### config.mk
export PLATFORM = sky130hd
export DESIGN_NAME = adsr_env
export DESIGN_NICKNAME = d
export VERILOG_FILES = /design/src/rtl/synth_pkg.sv /design/src/rtl/tick_gen.sv /design/src/rtl/adsr_env.sv
export SDC_FILE = /design/constraint.sdc
export NUM_CORES = 1
export LEC_CHECK = 0
export CAP_MARGIN = 20
export CORE_MARGIN = 4
export CORE_UTILIZATION = 55
export DETAILED_ROUTE_END_ITERATION = 16
export GPL_TIMING_DRIVEN = 0
export PLACE_DENSITY = 0.82
export SLEW_MARGIN = 15
export SYNTH_ARGS = -nofsm -noshare
export SYNTH_HDL_FRONTEND = slang
export SYNTH_SLANG_ARGS = --single-unit
### constraint.sdc
create_clock -name i_clk -period 4.9 [get_ports i_clk]
set_input_delay 0.735 -clock i_clk [delete_from_list [all_inputs] [get_ports i_clk]]
set_output_delay 0.735 -clock i_clk [all_outputs]
set_load 0.05 [all_outputs]
### src/rtl/synth_pkg.sv
// Shared synth definitions: envelope state encoding and amplitude constants.
// Used by adsr_env now and by the LFO and sequencer later.
package synth_pkg;

   localparam int              AMP_W   = 16;
   localparam logic [AMP_W-1:0] AMP_MAX = 16'h7fff;

   typedef enum logic [2:0] {
      IDLE,
      ATTACK,
      DECAY,
      SUSTAIN,
      RELEASE
   } env_state_t;

endpackage

### src/rtl/tick_gen.sv
// Clock-enable divider: strobes o_tick for one cycle every CLK_DIV cycles.
//   i_clk    system clock
//   i_rst_n  asynchronous active-low reset
//   o_tick   combinational decode of the counter terminal value (count == CLK_DIV-1)
// CLK_DIV legal range 1..65535; CLK_DIV=1 holds o_tick high every cycle.
module tick_gen #(
   parameter int CLK_DIV = 1000
) (
   input  logic i_clk,
   input  logic i_rst_n,
   output logic o_tick
);

   localparam int            CW = (CLK_DIV > 1) ? $clog2(CLK_DIV) : 1;
   localparam logic [CW-1:0] TC = CW'(CLK_DIV - 1);

   logic [CW-1:0] count;

   always_ff @(posedge i_clk or negedge i_rst_n) begin
      if (!i_rst_n) begin
         count <= '0;
      end else if (count == TC) begin
         count <= '0;
      end else begin
         count <= count + 1'b1;
      end
   end

   assign o_tick = (count == TC);

endmodule

### src/rtl/adsr_env.sv
// ADSR envelope generator driving the amplitude input of the amp block.
// Linear attack/decay/release steps applied once per envelope tick.
//   i_clk      system clock
//   i_rst_n    asynchronous active-low reset
//   i_gate     note gate; rising edge triggers, low releases
//   i_attack   attack step per tick (0 = instant)
//   i_decay    decay step per tick (0 = instant)
//   i_sustain  sustain level, clamped to AMP_MAX
//   i_release  release step per tick (0 = instant)
//   o_amp      envelope level, registered, 0..AMP_MAX
//   o_active   registered copy of (state != IDLE)
//   o_tick     registered envelope tick strobe
//
// state   | meaning
// --------+-----------------------------------------------
// IDLE    | level held at 0, waiting for a gate rising edge
// ATTACK  | level rises by i_attack per tick up to AMP_MAX
// DECAY   | level falls by i_decay per tick down to sustain
// SUSTAIN | level tracks min(i_sustain, AMP_MAX)
// RELEASE | level falls by i_release per tick down to 0
module adsr_env
   import synth_pkg::*;
#(
   parameter int         CLK_DIV = 1000,
   parameter logic [15:0] AMP_MAX = synth_pkg::AMP_MAX
) (
   input  logic        i_clk,
   input  logic        i_rst_n,
   input  logic        i_gate,
   input  logic [15:0] i_attack,
   input  logic [15:0] i_decay,
   input  logic [15:0] i_sustain,
   input  logic [15:0] i_release,
   output logic [15:0] o_amp,
   output logic        o_active,
   output logic        o_tick
);

   logic       tick;
   logic       gate_q;
   logic       rise_pend;
   logic       rise;
   logic       trig;
   env_state_t state;
   logic [15:0] level;

   logic [15:0]        sus_lvl;
   logic [16:0]        atk_sum;
   logic               atk_sat;
   logic signed [16:0] dec_diff;
   logic signed [16:0] rel_diff;

   tick_gen #(.CLK_DIV(CLK_DIV)) u_tick_gen (
      .i_clk   (i_clk),
      .i_rst_n (i_rst_n),
      .o_tick  (tick)
   );

   // A gate pulse shorter than a tick period is latched until the next tick.
   assign rise = i_gate & ~gate_q;
   assign trig = rise | rise_pend;

   // 17-bit arithmetic so neither overflow nor underflow can wrap the level.
   assign sus_lvl  = (i_sustain > AMP_MAX) ? AMP_MAX : i_sustain;
   assign atk_sum  = {1'b0, level} + {1'b0, i_attack};
   assign atk_sat  = (i_attack == 16'd0) || (atk_sum >= {1'b0, AMP_MAX});
   assign dec_diff = $signed({1'b0, level}) - $signed({1'b0, i_decay});
   assign rel_diff = $signed({1'b0, level}) - $signed({1'b0, i_release});

   assign o_amp = level;

   always_ff @(posedge i_clk or negedge i_rst_n) begin
      if (!i_rst_n) begin
         state     <= IDLE;
         level     <= '0;
         gate_q    <= 1'b0;
         rise_pend <= 1'b0;
         o_tick    <= 1'b0;
         o_active  <= 1'b0;
      end else begin
         gate_q   <= i_gate;
         o_tick   <= tick;
         o_active <= (state != IDLE);

         if (tick) begin
            rise_pend <= 1'b0;
         end else if (rise) begin
            rise_pend <= 1'b1;
         end

         if (tick) begin
            // A trigger performs a full attack step from the current level
            // (legato), including the hand-off to DECAY when it saturates.
            if (trig) begin
               if (atk_sat) begin
                  level <= AMP_MAX;
                  state <= DECAY;
               end else begin
                  level <= atk_sum[15:0];
                  state <= ATTACK;
               end
            end else if (!i_gate && (state == ATTACK || state == DECAY || state == SUSTAIN)) begin
               state <= RELEASE;
            end else begin
               case (state)
                  IDLE: begin
                     level <= '0;
                  end
                  ATTACK: begin
                     if (atk_sat) begin
                        level <= AMP_MAX;
                        state <= DECAY;
                     end else begin
                        level <= atk_sum[15:0];
                     end
                  end
                  DECAY: begin
                     if (i_decay == 16'd0 || dec_diff <= $signed({1'b0, sus_lvl})) begin
                        level <= sus_lvl;
                        state <= SUSTAIN;
                     end else begin
                        level <= dec_diff[15:0];
                     end
                  end
                  SUSTAIN: begin
                     level <= sus_lvl;
                  end
                  RELEASE: begin
                     if (i_release == 16'd0 || rel_diff <= 17'sd0) begin
                        level <= '0;
                        state <= IDLE;
                     end else begin
                        level <= rel_diff[15:0];
                     end
                  end
                  default: begin
                     level <= '0;
                     state <= IDLE;
                  end
               endcase
            end
         end
      end
   end

endmodule

==> results.json <==
{
  "p_sw_uw": 244.4,
  "status": "completed",
  "critPathSlowestCell": "or4_4",
  "crit_path_frequent_cell": "ha_4",
  "totalWireLength_um": 16930,
  "root_buffer": "clkbuf_8",
  "cts_max_path_buffers": 2,
  "arrival_ns": 4.89,
  "slew_viol_final": 0,
  "clk_pin_slew_worst_paths_ns": 0.07,
  "ys_ff_latch": 33,
  "first_pass_iters": 6,
  "cap_violations": 0,
  "grt_start_max_net_pins": 34,
  "pwr_density_cell_nw_per_um2": 124.8,
  "worstPathCellList": "clkdlybuf4s50_1 > inv_1 > ha_4 > or4_4 > o22ai_4 > o21ai_4 > a211o_1 > a21oi_2 > xnor2_2 > ha_4 > o21a_1 > o221ai_1 > a31o_1 > a211oi_4 > nand2_2 > clkbuf_8 > mux2i_1 > o211ai_1 > a221o_1",
  "synth_flop_cell": "dfrtp_1",
  "die_w_um": 104.8,
  "r2r-end": "o_amp[12]",
  "worst_clock_skew_ns": 0.002587,
  "clock-sinks": 33,
  "post_drt_via_cell_ratio": 6.498,
  "async_flop_share_pct": 100.0,
  "antenna_found_initial": 0,
  "crit_path_end_kind": "flip-flop",
  "antenna_cells": 0,
  "whs_endpoint": "u_tick_gen.count[0]",
  "grt.total_usage_pct": 29.73,
  "synth_cell_types": 76,
  "antenna_left": 0,
  "cp_max_fo": 10,
  "synth.avg_cell_area_um2": 7.476,
  "fin_util_pct": 70.69,
  "clk_latency_ns": 0.28,
  "worstSetupStartpoint": "i_decay[3]",
  "numCtsBuffers": 5,
  "synth_edf_count": 0,
  "worstReg2RegStart": "o_amp[0]",
  "finalCriticalPeriod_ns": 4.717,
  "synth_cells": 689,
  "vias": 5848,
  "r2r_cells": 22,
  "cp.required_ns": 5.07,
  "wl_per_cell_um": 18.82,
  "slew_headroom_pct": 34.58,
  "place.gp.congestion": 1.002,
  "power.internal_uw": 566.9,
  "yosys_warnings": 0,
  "cp-start-kind": "primary input",
  "gr-total-overflow": 0,
  "fp-row-count": 35,
  "switching_share_pct": 30.13,
  "finalHoldViolations": 0,
  "synth_area_um2": 5151,
  "fp.dieH_um": 104.8,
  "regToRegSetupSlack_ns": 0.35,
  "drt_iter0_markers": 417,
  "syn_to_final_growth_pct": 26.21,
  "max_stage_delay_ns": 0.54,
  "start_util_pct": 56.01,
  "critPathBufInv": 3,
  "ioPinCount": 85,
  "port_buffers": 83,
  "power_frac_seq_pct": 33.6,
  "clkPwrFrac_pct": 33.0,
  "grt_pass1_vias": 5549,
  "cts_tree": "yes",
  "drive_gt1_share_pct": 7.731,
  "finalSetupViolCount": 0,
  "core_area_um2": 9196,
  "layout_setup_ws_ns": 0.1835,
  "place_ws_ns": -1.240,
  "fmax_mhz": 212.0,
  "die_area_um2": 10980,
  "syn_nets": 824,
  "ir_worst_vdd_mv": 0.1232,
  "power_frac_comb_pct": 33.4,
  "drcViolationCount": 0,
  "fin_crit_sh_pct": 96.26,
  "grt_pass1_wl_um": 26900,
  "layout.nets": 923,
  "dp.final_hpwl_um": 13620,
  "hold_path.class": "flip-flop to flip-flop",
  "seq_area_frac_synth_pct": 16.03,
  "hold_buffers": 0,
  "final.setup.tns_ns": 0,
  "cts_max_level": 2,
  "worstHoldStart": "u_tick_gen.count[0]",
  "worst_slew_pin_slew_ns": 0.9565,
  "critical_path_class": "primary input to flip-flop",
  "hold_depth": 1,
  "fill_cells": 759,
  "power_leakage_uw": 0.002972,
  "p_total_uw": 811.3,
  "cp_top_family": "compound AO/OA/AOI/OAI gates"
}
worst max-delay path by stage:
stage                     end  depth (start not counted)  slack, ns
CTS                  o_amp[7]                         19       0.08
finish              o_amp[12]                         19       0.18
global placement     o_amp[7]                         22      -1.20
floorplan            o_amp[7]                         22       0.11
detailed placement   o_amp[7]                         22      -1.24
global route         o_amp[7]                         19      -0.02
timing repair:
action	4_1_cts	5_1_grt
resized for setup	19	25
endpoints found under the hold margin	0	0
setup endpoints to repair	17	13
setup buffers	5	4
pin swaps	6	12
metal layers:
layer	global-route usage [%]	vias up	routed length, um
li1	-	2779	-
met1	39.98	2705	7200
met2	48.99	303	7679
met3	3.706	61	1322
met4	10.68	0	732
met5	0	-	0
layout by cell type, fill, tap and decap left out, types with 4 or more instances in the layout:
cell / count
nand2b_1: 8
nand4_1: 9
clkbuf_1: 18
and3_1: 9
a21oi_1: 43
inv_1: 52
nand3_1: 18
o211ai_1: 8
o21ai_1: 14
a211oi_1: 7
or3_1: 8
ha_1: 56
o221ai_1: 6
a31oi_1: 7
nor2b_1: 8
dfrtp_1: 33
ha_2: 6
nor3_1: 22
nor4_1: 19
xor2_1: 13
a21o_1: 16
xnor2_1: 22
buf_4: 9
o21ai_0: 17
o21a_1: 14
and2_0: 6
a211o_1: 10
clkbuf_8: 7
mux2i_1: 4
nor2_1: 67
o31ai_1: 10
or2_1: 5
nand2_1: 54
clkdlybuf4s50_1: 81
layout make-up:
class | count | area (um^2) | share of cell area [%]
flip-flops and latches | 33 | 825.8 | 12.70
inverters | 55 | 206.4 | 3.176
clock inverters | 1 | 30.03 | 0.4619
well taps | 111 | 138.9 | 2.136
repair buffers | 92 | 892.1 | 13.72
multi-input cells | 581 | 4234 | 65.13
plain buffers | 20 | 87.58 | 1.347
clock buffers | 7 | 86.33 | 1.328
state kept, by name (all words and copies together), names as in the netlist:
register          count
o_amp                16
o_tick                1
u_tick_gen.count     10
state                 3
rise_pend             1
o_active              1
gate_q                1
per-stage QoR:
step / instance area (um^2) / hold WS (ns) / std cells
after floorplan: 5151 / 0.4365 / 689
after global placement: 6121 / 0.4594 / 883
after detailed placement: 6116 / 0.4786 / 883
after CTS: 6350 / 0.4879 / 896
after global routing: 6501 / 0.5208 / 900
final: 6501 / 0.4873 / 900
cell families after synthesis:
| group | after synthesis | synth area share (%) |
|---|---|---|
| AND/OR/NAND/NOR | 260 | 25.87 |
| other | 1 | 0.07280 |
| flip-flops | 33 | 16.03 |
| buffers and inverters | 75 | 5.489 |
| adder cells (fa/ha/maj) | 68 | 16.95 |
| multiplexers | 8 | 1.627 |
| XOR/XNOR | 37 | 6.291 |
| AO/OA/AOI/OAI | 207 | 27.67 |
power groups by stage:
stage	clock, uW	combinational (uW)	sequential (uW)
global placement	0	240	278
finish	268	271	273
detailed placement	0	246	278
CTS	268	257	273
global route	288	296	273
floorplan	0	143	278
synth_stat cells, types with 3 or more instances:
cell / count / area (um^2)
nor2_1: 67 / 251.5
ha_1: 65 / 813.3
nand2_1: 56 / 210.2
inv_1: 52 / 195.2
a21oi_1: 46 / 230.2
dfrtp_1: 33 / 825.8
xnor2_1: 24 / 210.2
nor3_1: 22 / 110.1
clkbuf_1: 19 / 71.32
nor4_1: 19 / 118.9
nand3_1: 18 / 90.09
o21ai_0: 17 / 85.08
o21ai_1: 17 / 85.08
a21o_1: 16 / 120.1
o21a_1: 14 / 105.1
xor2_1: 13 / 113.9
a211o_1: 10 / 87.58
a211oi_1: 10 / 75.07
o31ai_1: 10 / 75.07
and3_1: 9 / 56.30
nand4_1: 9 / 56.30
nand2b_1: 8 / 50.05
nor2b_1: 8 / 50.05
o211ai_1: 8 / 60.06
or3_1: 8 / 50.05
a31oi_1: 7 / 43.79
and2_0: 6 / 37.54
o221ai_1: 6 / 52.55
mux2i_1: 5 / 50.05
or2_1: 5 / 31.28
o22ai_1: 4 / 25.02
a221o_1: 3 / 30.03
a221oi_1: 3 / 26.28
a22oi_1: 3 / 22.52
fa_1: 3 / 60.06
mux2_1: 3 / 33.78
nor3b_1: 3 / 22.52
o2111ai_1: 3 / 26.28
o211a_1: 3 / 30.03
or4_1: 3 / 22.52
No activity file was read; power rests on OpenSTA's default activity.
